File: config.mk
export PLATFORM = sky130hd
export DESIGN_NAME = bridge_dead_time
export DESIGN_NICKNAME = d
export VERILOG_FILES = /design/src/rtl/drsstc_pkg.sv /design/src/rtl/bd_timer.sv /design/src/rtl/bridge_dead_time.sv
export SDC_FILE = /design/constraint.sdc
export NUM_CORES = 1
export LEC_CHECK = 0
export ABC_AREA = 1
export CORE_AREA = 2 2 42 54
export CTS_CLUSTER_DIAMETER = 200
export CTS_CLUSTER_SIZE = 20
export DETAILED_ROUTE_END_ITERATION = 6
export DIE_AREA = 0 0 44 56
export GPL_ROUTABILITY_DRIVEN = 0
export MAX_ROUTING_LAYER = met4
export PLACE_DENSITY = 0.76
export SLEW_MARGIN = 25
export SYNTH_ARGS = -nofsm -noshare
export SYNTH_HDL_FRONTEND = slang
export SYNTH_SLANG_ARGS = --single-unit
File: constraint.sdc
create_clock -name clk -period 2.05 [get_ports clk]
set_input_delay 0.3075 -clock clk [delete_from_list [all_inputs] [get_ports clk]]
set_output_delay 0.3075 -clock clk [all_outputs]
set_load 0.005 [all_outputs]
File: src/rtl/drsstc_pkg.sv
// Shared types and helpers for the bridge
// gate-timing stage.
package drsstc_pkg;

  typedef enum logic [2:0] {
    IDLE,
    DEAD,
    ON_A,
    ON_B,
    FAULT
  } bd_state_t;

  typedef enum logic [1:0] {
    NONE,
    A,
    B,
    ILLEGAL
  } bd_req_t;

  // ceil(ns * clk_mhz / 1000), never below 1
  function automatic int ns2cyc(
    input int ns,
    input int clk_mhz
  );
    int c;
    c = (ns * clk_mhz + 999) / 1000;
    if (c < 1) c = 1;
    return c;
  endfunction

  function automatic int max2(
    input int a,
    input int b
  );
    return (a > b) ? a : b;
  endfunction

endpackage

File: src/rtl/bd_timer.sv
// Loadable down-counter with zero flag.
// Ports: clk, rst, load, load_val, dec -> zero.
module bd_timer #(
  parameter int W = 6
) (
  input  logic         clk,
  input  logic         rst,
  input  logic         load,
  input  logic [W-1:0] load_val,
  input  logic         dec,
  output logic         zero
);

  logic [W-1:0] cnt;

  // Saturates at zero; load wins over decrement.
  always_ff @(posedge clk or posedge rst) begin
    if (rst) begin
      cnt <= '0;
    end else if (load) begin
      cnt <= load_val;
    end else if (dec && (cnt != '0)) begin
      cnt <= cnt - W'(1);
    end
  end

  assign zero = (cnt == '0);

endmodule

File: src/rtl/bridge_dead_time.sv
// Full-bridge gate timing: dead time, min on-time, fault latch.
// Ports: clk, rst, in_p, in_n, flt_clr -> gate_a, gate_b, fault.
module bridge_dead_time
  import drsstc_pkg::*;
#(
  parameter int CLK_MHZ   = 100,
  parameter int DEAD_NS   = 200,
  parameter int MIN_ON_NS = 500
) (
  input  logic clk,
  input  logic rst,
  input  logic in_p,
  input  logic in_n,
  input  logic flt_clr,
  output logic gate_a,
  output logic gate_b,
  output logic fault
);

  localparam int DEAD_CYC   = ns2cyc(DEAD_NS, CLK_MHZ);
  localparam int MIN_ON_CYC = ns2cyc(MIN_ON_NS, CLK_MHZ);
  localparam int CW =
    $clog2(max2(DEAD_CYC, MIN_ON_CYC) + 1);

  localparam logic [CW-1:0] DEAD_LD = CW'(DEAD_CYC - 1);
  localparam logic [CW-1:0] MIN_LD  = CW'(MIN_ON_CYC - 1);

  bd_state_t      state;
  bd_state_t      nxt;
  bd_req_t        req;
  bd_req_t        tgt;
  bd_req_t        nxt_tgt;
  bd_req_t        own;
  logic           ld;
  logic           dec;
  logic [CW-1:0]  ld_val;
  logic           zero;

  bd_timer #(
    .W(CW)
  ) u_timer (
    .clk      (clk),
    .rst      (rst),
    .load     (ld),
    .load_val (ld_val),
    .dec      (dec),
    .zero     (zero)
  );

  always_comb begin
    req = NONE;
    unique case ({in_p, in_n})
      2'b10:   req = A;
      2'b01:   req = B;
      2'b11:   req = ILLEGAL;
      default: req = NONE;
    endcase
  end

  always_comb begin
    nxt     = state;
    nxt_tgt = tgt;
    ld      = 1'b0;
    ld_val  = DEAD_LD;
    dec     = 1'b0;
    own     = (state == ON_A) ? A : B;
    if (state != FAULT && req == ILLEGAL) begin
      nxt = FAULT;
    end else begin
      unique case (state)
        IDLE: begin
          if (req != NONE) begin
            nxt     = DEAD;
            nxt_tgt = req;
            ld      = 1'b1;
          end
        end
        DEAD: begin
          if (req == NONE) begin
            nxt = IDLE;
          end else if (req != tgt) begin
            // retarget restarts the full dead time
            nxt_tgt = req;
            ld      = 1'b1;
          end else if (zero) begin
            nxt    = (tgt == A) ? ON_A : ON_B;
            ld     = 1'b1;
            ld_val = MIN_LD;
          end else begin
            dec = 1'b1;
          end
        end
        ON_A, ON_B: begin
          // min-on hold: ignore release until zero
          if (!zero) begin
            dec = 1'b1;
          end else if (req != own) begin
            if (req == NONE) begin
              nxt = IDLE;
            end else begin
              nxt     = DEAD;
              nxt_tgt = req;
              ld      = 1'b1;
            end
          end
        end
        FAULT: begin
          if (flt_clr && req == NONE) nxt = IDLE;
        end
        default: nxt = IDLE;
      endcase
    end
  end

  always_ff @(posedge clk or posedge rst) begin
    if (rst) begin
      state  <= IDLE;
      tgt    <= A;
      gate_a <= 1'b0;
      gate_b <= 1'b0;
      fault  <= 1'b0;
    end else begin
      state  <= nxt;
      tgt    <= nxt_tgt;
      gate_a <= (nxt == ON_A);
      gate_b <= (nxt == ON_B);
      fault  <= (nxt == FAULT);
    end
  end

endmodule
* Yosys cells after proc, flatten, opt, wreduce, memory -nomap -nowiden
Cells that the tools add are included.
Cells by class: reduce and logical (&&, ||, !) cells 12, $add $sub $neg 1, mux-type cells 41, bitwise logic cells 1, eq/ne operators 21
Operators with widths (number):
- $mux 6 | 7
- $mux 3 | 8
- $mux 1 | 14
- $mux 2 | 7
- $eq 3x2->1 const B | 4
- $ne 2x2->1 const B | 6
- $pmux 2 s3 | 2
- $pmux 3 s4 | 1
- $reduce_and 8->1 | 1
- $eq 2x2->1 const B | 3
- $eq 3x3->1 const B | 2
- $logic_not 6->1 | 1
- $reduce_bool 6->1 | 1
- $sub 6x1->6 const B | 1
- $eq 2x1->1 const B | 2
- $ne 2x2->1 | 2
- $reduce_bool 2->1 | 2
- $eq 3x1->1 const B | 1
- $logic_and 1x1->1 | 3
- $logic_not 3->1 | 1
- $ne 3x3->1 const B | 1
- $pmux 1 s3 | 1
- $reduce_bool 3->1 | 1
- $logic_not 2->1 | 1
- other kinds (3) | 3
Word-level totals: output and inout bits 3, logic and storage cells 82, flip-flop bits (word level) 14

* Longest topological paths before layout
depth after elaboration 10, depth in mapped cells 12, mapped depth without buffers 12

* By module
Synthesis repeated with hierarchy kept, for this count alone.
Second synthesis, totals: cells, all modules 141, area total of the unflattened synthesis 1012.2 um2
By module, submodules not included:
- bridge_dead_time | instances 1, cells an instance 85, area each 558.0 um2
- bd_timer | instances 1, cells an instance 56, area each 454.2 um2

* Worst setup path before layout
Ideal clock, no wire load.
path kind reg2reg, start register u_timer.cnt[0], end register state[0], library setup time 0.127 ns, data arrival time 1.362 ns, clock period less this slack 1.489 ns, stages on the path, launching flop included 9, path slack 0.561 ns, cell sequence dfrtp_1 > inv_1 > ha_1 > nand3_1 > nor2_4 > a21oi_1 > and2_1 > nor2_1 > a31oi_1
Between the ends: word-level cells in the longest chain between the ends 6, elaborated cells on any way between the ends 7, classes of those cells mux: 6; reduce/logical: 1
RTL lines:
- start: declaration | line bd_timer.sv:14 | logic [W-1:0] cnt;
- start signal: assignment | line bd_timer.sv:21 | cnt <= load_val;
- start signal: assignment | line bd_timer.sv:23 | cnt <= cnt - W'(1);
- $logic_not 6->1 * | line bd_timer.sv:27 | assign zero = (cnt == '0);
- $mux 3 | line bridge_dead_time.sv:85 | end else if (zero) begin
- $mux 3 | line bridge_dead_time.sv:81 | end else if (req != tgt) begin
- $mux 3 | line bridge_dead_time.sv:79 | if (req == NONE) begin
- $pmux 3 s4 * | line bridge_dead_time.sv:70 | unique case (state)
- $mux 3 * | line bridge_dead_time.sv:67 | if (state != FAULT && req == ILLEGAL) begin
- net nxt[0] | line bridge_dead_time.sv:29 | bd_state_t nxt;
- end signal: assignment | line bridge_dead_time.sv:123 | state <= nxt;
- end: declaration | line bridge_dead_time.sv:28 | bd_state_t state;
Mark *: on every way through the listed nets, which the timed path passes. The rest lies on a longest branch. A chain may end at the register's enable or synchronous reset.

* Worst setup path after layout
Same ends and word-level chain as after synthesis.

==> summary.md <==
| Metric | Value |
|---|---|
| Grt met1 use | between 20% and 30% |
| Total GRT Usage | 18.4% |
| Post-route ant nets | 0 |
| HP Class | primary input to asynchronous set/reset pin |
| Register bit count reported by yosys | 14 |
| Synth Cell Area | about 930 sq um |
| Outcome | completed |
| Max-slew violation count | 0 |
| Die Y | 56 microns |
| Category of the most critical setup path | flop to flop |
| HPWL Detailed | between 1000 and 1500 microns |
| Setup TNS | 0 ns |
| Final WL | 1820 microns |
| GR Layer Usage met2 | 30.5% |
| Final Setup Violations | 0 |
| Grt ovf | 0 |
| Worst-path fanout max | 5 |
| Worst hold slack | 0.345 ns |
| RSZ-0062 raised after global routing | false |
| P per Cell Area | between 1000 and 1500 nW/um^2 |
| Leading cell type in the layout, fill and taps excluded | nand2_1 |
| First-pass GRT wire length | roughly 3300 microns |
| Most frequent cells in the layout | nand2_1, inv_1, nand3_1, dfrtp_1, clkdlybuf4s50_1 |
| Critical-path cell list | inv_1 -> ha_1 -> nand3_1 -> nor2_4 -> nand2_1 -> o21ai_0 -> nand2_1 -> nor2_1 -> a31oi_1 |
| DRT iter0 DRCs | 11 |
| Drt wl/cell | about 12 microns |
| Synth Net Count | around 120 |
| Fmax | between 500 and 600 MHz |
| Fillers | 184 |
| Initial antenna violation count | 0 |
| CP peak stage delay | around 0.40 ns |
| Vias in the first global route | between 700 and 800 |
| Crit path time final | approximately 1.7 ns |
| Leak pwr | 0.535 nW |
| Fraction of layout cells with a size suffix above 1 | 20.8% |
| Ports | 8 |
| CTS resizes | 0 |
| Syn Inst Count | about 120 |
| H-tree levels | 1 |
| CTS root buffer | clkbuf_4 |
| Crit end category | flop |
| Fin. Hold Viols | 0 |
| Post-synth top area share | a little over a third |
| CTS clock-pin slew for the worst setup and hold paths | 0.09 ns |
| Clock Tree Buf Depth | 2 |
| CTS tree | done |
| Clock Skews | 0.00808 ns |
| Diodes inserted | 0 |
| Synth cell types | 26 |
| Measured slew at the worst slew-check pin | between 0.5 and 0.6 ns |
| Ys Warns | 0 |
| Starting Density | between 40 and 50% |
| Fin nets | about 140 |
| Placed cell area | a little over 1000 sq um |
| Post-CTS setup buffer count | 0 |
| Vias | about 780 |
| Core Area | 1940 sq um |
| GRT met3 Usage | 2.92% |
| Cts bufs inserted | 3 |
| Synth area leader | dfrtp_1 |
| Setup crit start kind | flop |
| Row cnt | 18 |
| Residual DRC | 0 |
| Syn-to-layout area delta | 15.7% |
| Max-cap viol count | 0 |
| GR peak layer | met2 |
| Sequential area share after synthesis | 37.8% |
| Post-DR vias/cell | around 5.2 |
| Maximum VDD drop | just under 0.7 mV |
| Final worst-path cycle share | 83.6% |
| Slew margin rel. | about 64% |
| Ranking of synthesized cells by area | dfrtp_1, nand2_1, inv_1 |
| Reg area | approximately 350 sq um |
| Crit-path slowest cell | dfrtp_1 |
| TritonRoute pass-1 iters | 4 |
| Cts hold-fix bufs | 0 |
| Largest net degree at the start of global routing | 15 |
| Top cell by count, worst path | nand2_1 |
| Post-Layout Inst Area | 1080 sq um |
| Crit path DAT | about 1.9 ns |
| TritonCTS Sinks | 14 |
| Clk Latency, worst-skew pair | 0.29 ns |
| CP required | ~2.2 ns |
| Multi-input logic area | 503 sq um |
| Pwr Total | 1.23 mW |
| Port buffer count | 7 |
| Syn_area_per_cell | 7.95 sq um |
| Die width | around 44 microns |
| Full die area | around 2500 sq um |
-- cells in the mapped netlist (all sizes together) --
| library cell | count |
|---|---|
| nor2 | 10 |
| ha | 1 |
| and2 | 1 |
| nor3 | 2 |
| xor2 | 3 |
| or2 | 1 |
| a31oi | 1 |
| dfrtp | 13 |
| a21oi | 1 |
| nand3 | 17 |
| nand3b | 1 |
| inv | 20 |
| nand4 | 2 |
| o21ai | 8 |
| dfstp | 1 |
| nand2 | 35 |
-- final timing paths --
path                           startpoint       end  slack, ns  cells past startpoint
hold reg to reg                    tgt[0]    tgt[0]       0.51                      2
max in group asynchronous             rst    tgt[0]       1.34                      2
setup reg to reg           u_timer.cnt[0]  state[0]       0.34                      9
hold / removal                        rst  state[0]       0.35                      2
min in group clk                   tgt[0]    tgt[0]       0.51                      2
setup / recovery           u_timer.cnt[0]  state[0]       0.34                      9
-- metal layers --
layer  share of wire (%)  vias to the layer above
met4                 2.1                        0
met5                   0                        -
met2                  54                       15
met1                  41                      368
met3                 2.5                        5
li1                    -                      396
-- layout make-up --
type / instances / share of cell area (%)
multi-input cells: 83 / 46.7
flip-flops and latches: 14 / 32.7
repair buffers: 9 / 7.91
inverters: 20 / 6.98
clock buffers: 4 / 3.37
well taps: 20 / 2.33
-- power breakdown --
group | total (mW) | switching (mW) | internal, mW
registers | 0.432 | 0.0688 | 0.363
logic | 0.594 | 0.371 | 0.223
clock network | 0.208 | 0.0994 | 0.108
total | 1.23 | 0.539 | 0.694
-- kinds of logic after synthesis --
family | share of synthesized area (%)
compound gates | 6.33
xor+xnor | 2.83
fa+ha+maj | 1.35
buf+inv | 8.08
flops | 37.8
simple gates | 43.6
-- sequential cells by signal (all words and copies together) (netlist names) --
name	count
gate_b	1
fault	1
tgt	2
state	3
u_timer.cnt	6
gate_a	1
-- worst max-delay path: cells and delay by family (launching register included) --
kind                     cells  cell delay, ns
AND/OR/NAND/NOR              5            0.64
flip-flops                   1            0.40
AO/OA/AOI/OAI                2            0.24
adder cells (fa/ha/maj)      1            0.23
buffers and inverters        1            0.09
-- metrics by stage --
stage / setup WS, ns / cells / utilization (%)
3_5_place_dp: 0.159 / 146 / 53.7
2_1_floorplan: 0.561 / 117 / -
6_report: 0.337 / 150 / 55.6
5_1_grt: 0.127 / 150 / 55.6
3_3_place_gp: 0.198 / 146 / 53.7
4_1_cts: 0.332 / 150 / 55.6
No activity file was read; power rests on OpenSTA's default activity.
